### config.mk
export PLATFORM = sky130hd
export DESIGN_NAME = td4_decode_ctrl
export DESIGN_NICKNAME = d
export VERILOG_FILES = /design/src/rtl/td4_pkg.sv /design/src/rtl/td4_opdecode.sv /design/src/rtl/td4_decode_ctrl.sv
export SDC_FILE = /design/constraint.sdc
export NUM_CORES = 1
export LEC_CHECK = 0
export BUFFER_PORTS_ARGS = -buffer_cell sky130_fd_sc_hd__buf_2
export CAP_MARGIN = 20
export CELL_PAD_IN_SITES_DETAIL_PLACEMENT = 1
export CELL_PAD_IN_SITES_GLOBAL_PLACEMENT = 2
export CORE_MARGIN = 2
export CORE_UTILIZATION = 20
export DETAILED_ROUTE_END_ITERATION = 8
export GPL_TIMING_DRIVEN = 1
export PLACE_DENSITY_LB_ADDON = 0.15
export SYNTH_ARGS = -nofsm -noshare
export SYNTH_HDL_FRONTEND = slang
export SYNTH_SLANG_ARGS = --single-unit
### constraint.sdc
create_clock -name CLK -period 3.2 [get_ports CLK]
set_clock_uncertainty 0.15 [all_clocks]
set_input_delay 0.8 -clock CLK [delete_from_list [all_inputs] [get_ports CLK]]
set_output_delay 0.8 -clock CLK [all_outputs]
set_load 0.02 [all_outputs]
### src/rtl/td4_pkg.sv
// td4_pkg: shared opcodes, load one-hots, ALU source encodings ({SelB,SelA}) and controller states.
package td4_pkg;
  typedef enum logic [1:0] {HALT, RUN, STEP} state_t;
  localparam logic [1:0] SEL_A    = 2'b00;
  localparam logic [1:0] SEL_B    = 2'b01;
  localparam logic [1:0] SEL_IN   = 2'b10;
  localparam logic [1:0] SEL_ZERO = 2'b11;
  localparam logic [3:0] LD_A   = 4'b0001;
  localparam logic [3:0] LD_B   = 4'b0010;
  localparam logic [3:0] LD_OUT = 4'b0100;
  localparam logic [3:0] LD_PC  = 4'b1000;
  localparam logic [3:0] OP_ADD_A  = 4'b0000;
  localparam logic [3:0] OP_MOV_AB = 4'b0001;
  localparam logic [3:0] OP_IN_A   = 4'b0010;
  localparam logic [3:0] OP_MOV_AI = 4'b0011;
  localparam logic [3:0] OP_MOV_BA = 4'b0100;
  localparam logic [3:0] OP_ADD_B  = 4'b0101;
  localparam logic [3:0] OP_IN_B   = 4'b0110;
  localparam logic [3:0] OP_MOV_BI = 4'b0111;
  localparam logic [3:0] OP_OUT_B  = 4'b1001;
  localparam logic [3:0] OP_OUT_I  = 4'b1011;
  localparam logic [3:0] OP_JNC    = 4'b1110;
  localparam logic [3:0] OP_JMP    = 4'b1111;
endpackage

### src/rtl/td4_opdecode.sv
// td4_opdecode: pure opcode-to-control decode; unlisted opcodes are NOPs that flag illegal.
module td4_opdecode
  import td4_pkg::*;
(
  input  logic [3:0] op,
  input  logic       carry,
  output logic [3:0] ld,
  output logic [1:0] sel,
  output logic       illegal
);
  always_comb begin
    ld = 4'b0000;
    sel = SEL_ZERO;
    illegal = 1'b0;
    case (op)
      OP_ADD_A:  begin ld = LD_A;   sel = SEL_A;    end
      OP_ADD_B:  begin ld = LD_B;   sel = SEL_B;    end
      OP_MOV_AI: begin ld = LD_A;   sel = SEL_ZERO; end
      OP_MOV_BI: begin ld = LD_B;   sel = SEL_ZERO; end
      OP_MOV_AB: begin ld = LD_A;   sel = SEL_B;    end
      OP_MOV_BA: begin ld = LD_B;   sel = SEL_A;    end
      OP_IN_A:   begin ld = LD_A;   sel = SEL_IN;   end
      OP_IN_B:   begin ld = LD_B;   sel = SEL_IN;   end
      OP_OUT_B:  begin ld = LD_OUT; sel = SEL_B;    end
      OP_OUT_I:  begin ld = LD_OUT; sel = SEL_ZERO; end
      OP_JMP:    ld = LD_PC;
      OP_JNC:    ld = carry ? 4'b0000 : LD_PC;
      default:   illegal = 1'b1;
    endcase
  end
endmodule

### src/rtl/td4_decode_ctrl.sv
// td4_decode_ctrl: TD4 decode plus HALT/RUN/STEP execute control and instruction counter.
// Optional TD4_SELFLOOP_HALT_EN: a taken jump to its own address halts a free run.
module td4_decode_ctrl
  import td4_pkg::*;
(
  input  logic       CLK,
  input  logic       CLR,
  input  logic [7:0] Order,
  input  logic [3:0] Address,
  input  logic       CarryFlag,
  input  logic       Run,
  input  logic       Step,
  output logic       EN,
  output logic       LOAD0,
  output logic       LOAD1,
  output logic       LOAD2,
  output logic       LOAD3,
  output logic       SelA,
  output logic       SelB,
  output logic [3:0] Im,
  output logic       Halted,
  output logic       IllegalOp,
  output logic [7:0] InstrCount
);
  state_t state, state_n;
  logic step_prev, step_rise, self_loop;
  logic [3:0] ld;
  logic [1:0] sel;
  td4_opdecode u_dec (
    .op(Order[7:4]),
    .carry(CarryFlag),
    .ld(ld),
    .sel(sel),
    .illegal(IllegalOp)
  );
  assign EN = state != HALT;
  assign Halted = state == HALT;
  assign {LOAD3, LOAD2, LOAD1, LOAD0} = ld & {4{EN}};
  assign {SelB, SelA} = sel;
  assign Im = Order[3:0];
  assign step_rise = Step & ~step_prev;
`ifdef TD4_SELFLOOP_HALT_EN
  assign self_loop = ld[3] && Im == Address;
`else
  logic unused_addr;
  assign unused_addr = ^Address;
  assign self_loop = 1'b0;
`endif
  always_comb begin
    state_n = state;
    case (state)
      HALT:    state_n = Run ? RUN : step_rise ? STEP : HALT;
      RUN:     state_n = (!Run || self_loop) ? HALT : RUN;
      STEP:    state_n = HALT;
      default: state_n = HALT;
    endcase
  end
  always_ff @(posedge CLK) begin
    if (CLR) begin
      state <= HALT;
      step_prev <= 1'b0;
      InstrCount <= 8'd0;
    end else begin
      state <= state_n;
      step_prev <= Step;
      InstrCount <= InstrCount + {7'd0, EN};
    end
  end
endmodule
==> Word level (Yosys, flattened, before mapping) <==
Cells that the tools add are included.
{ "totals": {"n_memories": 0, "input_bits": 17, "romBits": 0, "ramBits": 0, "latch_bits": 0, "regBits": 11} }
{ "op_classes": {"div": 0, "order_cmp": 0, "shifts": 0, "muxes": 8, "bitwise_logic": 3, "multipliers": 0, "add_sub_neg": 1, "reduce_logical": 10, "eq_ne": 12} }
{ "ops": {"columns": ["cell", "count"], "rows": [
  ["$pmux 4 s5", 1],
  ["$eq 4x3->1 const B", 4],
  ["$eq 4x4->1 const B", 4],
  ["$reduce_or 12->1", 1],
  ["$add 8x1->8", 1],
  ["$eq 4x2->1 const B", 2],
  ["$reduce_or 4->1", 2],
  ["$pmux 2 s3", 1],
  ["$reduce_or 2->1", 3],
  ["$and 4x4->4", 1],
  ["$eq 4x1->1 const B", 1],
  ["$logic_not 4->1", 1],
  ["$mux 2", 2],
  ["$mux 4", 1],
  ["$pmux 2 s2", 1],
  ["$reduce_or 3->1", 1],
  ["$eq 2x1->1 const B", 1],
  ["$logic_not 2->1", 1],
  ["$mux 1", 2],
  ["$reduce_bool 2->1", 1],
  ["$and 1x1->1", 1],
  ["$not 1->1", 1]
]} }

==> Longest topological paths before layout <==
{ "depth": {"word_depth": 5, "depth_mapped": 6} }

==> Modules after synthesis <==
From an unflattened synthesis, not the netlist that was laid out.
{ "unflattened": {"cells_unflattened": 62, "area_unflattened_um2": 536.8} }
{ "modules_own_cells": {"columns": ["mod", "area_per_inst_um2", "cells_per_inst", "seq_area_each_um2", "n_inst"], "rows": [
  ["td4_decode_ctrl", 467.9, 51, 220.2, 1],
  ["td4_opdecode", 68.8, 11, 0.0, 1]
]} }

==> Worst setup path after synthesis <==
No wires, ideal clock.
{ "synth_path": {"path_type": "in2out", "startpoint": "input Order[7]", "endpoint": "output LOAD1", "t_arrival_ps": 1327, "path_stages": 1, "n_path_buf": 0, "slack_ps": 923, "path_cell_list": "nor3b_1"} }
{ "synth_between": {"elab_chain_len": 4} }
{ "synth_rtl": {"columns": ["element", "line_no", "text"], "rows": [
  ["start: declaration", "td4_decode_ctrl.sv:8", "input logic [7:0] Order,"],
  ["$eq 4x3->1, or another cell as far along", "td4_opdecode.sv:15", "case (op)"],
  ["$reduce_or 4->1 (no line) / $reduce_or 2->1 (equally long branches)", null, null],
  ["$pmux 4 s5 (*)", "td4_opdecode.sv:15", null],
  ["$and 4x4->4 (*)", "td4_decode_ctrl.sv:38", "assign {LOAD3, LOAD2, LOAD1, LOAD0} = ld & {4{EN}};"],
  ["end: declaration", "td4_decode_ctrl.sv:15", "output logic LOAD1,"]
]} }
Every way passes the cells marked *; elsewhere a longest branch is shown, timed or not.

==> Final worst setup path <==
{ "layout_path": {"startpoint": "input Order[6]", "endpoint": "output IllegalOp"} }
{ "layout_between": {"elab_chain_len": 3} }
{ "layout_rtl": {"columns": ["element", "line_no", "text"], "rows": [
  ["$eq 4x3->1, or another cell as far along", "td4_opdecode.sv:15", null],
  ["$reduce_or 12->1 (no line) (*)", null, null],
  ["$mux 1 (*)", "td4_opdecode.sv:15", null],
  ["end: declaration", "td4_decode_ctrl.sv:22", "output logic IllegalOp,"]
]} }
Marked as above.

==> key figures <==
CTS
  – Post-cts sizing count: 0
  – Maximum clock path buffer count: 2
  – Number of hold buffers added after cts: 0
  – CTS clock-pin slew for the worst setup and hold paths: 0.07 ns
  – Number of clock sinks: 11
  – Latest clock arrival within the worst-skew pair: 0.26 ns
  – Number of CTS-inserted buffers: 3
  – Clock Tree Root: clkbuf_4
  – TritonCTS clock tree: done
  – Maximum level of the CTS H-tree: 1
  – Setup Fix Bufs, Post-CTS: 0

Yosys
  – Mux cell area share after synthesis: 0
  – Simple-gate portion of the synthesized area: 0.300
  – Syn nets: 78
  – Biggest area consumer among synthesized cells: dfxtp_1
  – Adder-cell share of the synthesized area: 0.0488
  – Flip-flop and latch count after synthesis: 11
  – Share of synthesized area occupied by flip-flops and latches: 0.429
  – Syn Std Cell Area: 513 um^2
  – Top cells by instance count after synthesis: 11 x dfxtp_1, 5 x nor2_1, 4 x a21oi_1, 4 x buf_4, 4 x nand3_1
  – Share of the synthesized area in the top cell type: 0.429
  – Number of synthesized flops with an enable pin: 0
  – Top cells by area, synth: dfxtp_1 43%, buf_4 5.9%, ha_1 4.9%
  – Synth Instances: 59
  – Mapped Avg Cell Area: 8.69 um^2
  – Count leader, synth: dfxtp_1
  – Number of distinct library cells after synthesis: 21
  – Async set or reset register ratio after synthesis: 0
  – Synthesized-area fraction occupied by ao, oa, aoi and oai cells: 0.0829
  – Number of warnings issued by yosys: 0
  – Combinational family with the most area after synthesis: simple AND/OR/NAND/NOR gates
  – Synth Area in XOR/XNOR: 0.0512
  – Ys flop type: dfxtp_1

Global route
  – Total gr overflow: 0
  – Overall Global Routing Usage: 0.0884
  – First-pass GRT wire length: 1800 um
  – Pin count of the biggest net entering global routing: 11
  – Initial antenna violation count: 0
  – Via count of the first global-routing pass: 411

Drt
  – Initial DRC count: 3
  – DRT Pass-1 Iters: 2
  – Via density per instance: 4.12
  – Via Count: 466
  – Residual DRC: 0
  – Routed wire length: 1230 um
  – Post-detailed-route wirelength per cell: 10.9 um
  – ANT nets after route: 0

Floorplanning
  – Core Rows: 18
  – Horizontal die dimension: 54.6 um
  – Initial cell density of the core: 0.209
  – Boundary pin count: 38
  – DIE HEIGHT: 54.6 um
  – Placeable core region: 2450 um^2
  – Die Outline Area: 2990 um^2

STA
  – Hold WS: 0.259 ns
  – Final critical-path setup slack: 0.843 ns
  – Measured slew at the worst slew-check pin: 0.227 ns
  – Clock period minus final worst setup slack: 2.36 ns
  – Worst slew margin relative to its limit: 0.847
  – Share of the cycle needed by the critical path after routing: 0.736
  – Final hold violations: 0
  – Final TNS setup: 0 ns
  – Setup violations, final: 0
  – Slew Viols, Final: 0
  – Unrepaired setup endpoints after global routing: false
  – Fmax: 424 MHz

Power
  – Pwr dens: 413 nW/um^2
  – Largest vdd supply drop: 0.218 mV
  – Leak: 0.314 nW

Hold path
  – Worst hold path type: reg2reg
  – Worst Hold Depth: 1

Finish
  – Area growth syn-to-layout: 30.2%
  – Diode insertion count for antenna repair: 0
  – Fraction of layout instances using a drive strength above 1: 0.373
  – Total number of nets in the final design: 103

Critical path
  – Type of destination of the critical path: primary output
  – Max Fanout on Critical Path: 5
  – Critical Path AT: 1.41 ns
  – Depth of the worst register-to-register path: 6
  – WS Path Type: in2out
  – Worst Setup Start Kind: input port
  – Required @ worst endpoint: 2.25 ns

Job
  – Number of violations of the max-capacitance limit: 0

Placement
  – Post-detailed-placement half-perimeter wirelength: 952 um
  – Input/output buffers: 25
  – Final Wtd Congestion: 0.613
  – Post-place setup slack: 0.832 ns

Status
  – Result of the run: finished clean
-- final timing paths --
| kind | from | end | slack, ns |
|---|---|---|---|
| worst max-delay path | Order[6] | IllegalOp | 0.84 |
| worst min-delay path | step_prev$_SDFF_PP0_ | state[1]$_SDFF_PP0_ | 0.26 |
| worst max register to register | state[1]$_SDFF_PP0_ | InstrCount[6]$_SDFF_PP0_ | 1.46 |
| worst min register to register | step_prev$_SDFF_PP0_ | state[1]$_SDFF_PP0_ | 0.26 |
-- flip-flops by register name, indices dropped and copies added (netlist names) --
register	flops
step_prev	1
state	2
InstrCount	8
-- routing by layer --
layer | track usage | routed length, um | share of wire | vias up
met3 | 0.0492 | 93 | 0.076 | 0
met4 | 0.0292 | 0 | 0 | 0
met5 | 0 | 0 | 0 | -
met2 | 0.131 | 554 | 0.45 | 13
li1 | - | - | - | 243
met1 | 0.107 | 579 | 0.47 | 210
-- cell families (layout without fill, tap and decap cells) --
group                    Yosys count  in the layout
AND/OR/NAND/NOR                   27             27
adder cells (fa/ha/maj)            2              2
XOR/XNOR                           3              3
buffers and inverters              8             32
AO/OA/AOI/OAI                      8              8
flip-flops                        11             11
-- through the flow --
step / utilization / area [um^2] / power, mW / std cells
detailed placement: 0.261 / 642 / 0.188 / 109
global route: 0.272 / 668 / 0.295 / 113
finish: 0.272 / 668 / 0.276 / 113
floorplan: - / 513 / 0.177 / 59
CTS: 0.272 / 668 / 0.285 / 113
global placement: 0.261 / 642 / 0.187 / 109
-- layout by cell type (no fill, tap or decap), drive strengths merged --
cell	count
or2	2
or3	3
nand4	1
a21oi	4
nor4b	1
inv	3
nand2	3
dfxtp	11
nor3	1
ha	2
nand3	4
nor2	5
nand2b	2
o211ai	1
nor2b	3
buf	25
xor2	2
nor3b	2
clkbuf	4
o21ai	3
xnor2	1
-- cell type report --
class	instances	area (um^2)
fillers	316	1790
multi-input cells	40	248
flip-flops and latches	11	220
repair buffers	25	125
well taps	30	37.5
clock buffers	4	26.3
inverters	3	11.3
-- power by group --
group | switching [mW] | internal (mW)
clock network | 0.0446 | 0.0482
registers | 0.00225 | 0.141
logic | 0.0244 | 0.0157
-- critical path, stage by stage --
cell and delay, ns:
buf_2 0.12, nand2b_1 0.13, nand2_1 0.07, a21oi_1 0.11, buf_2 0.17
No activity file was read; power rests on OpenSTA's default activity.
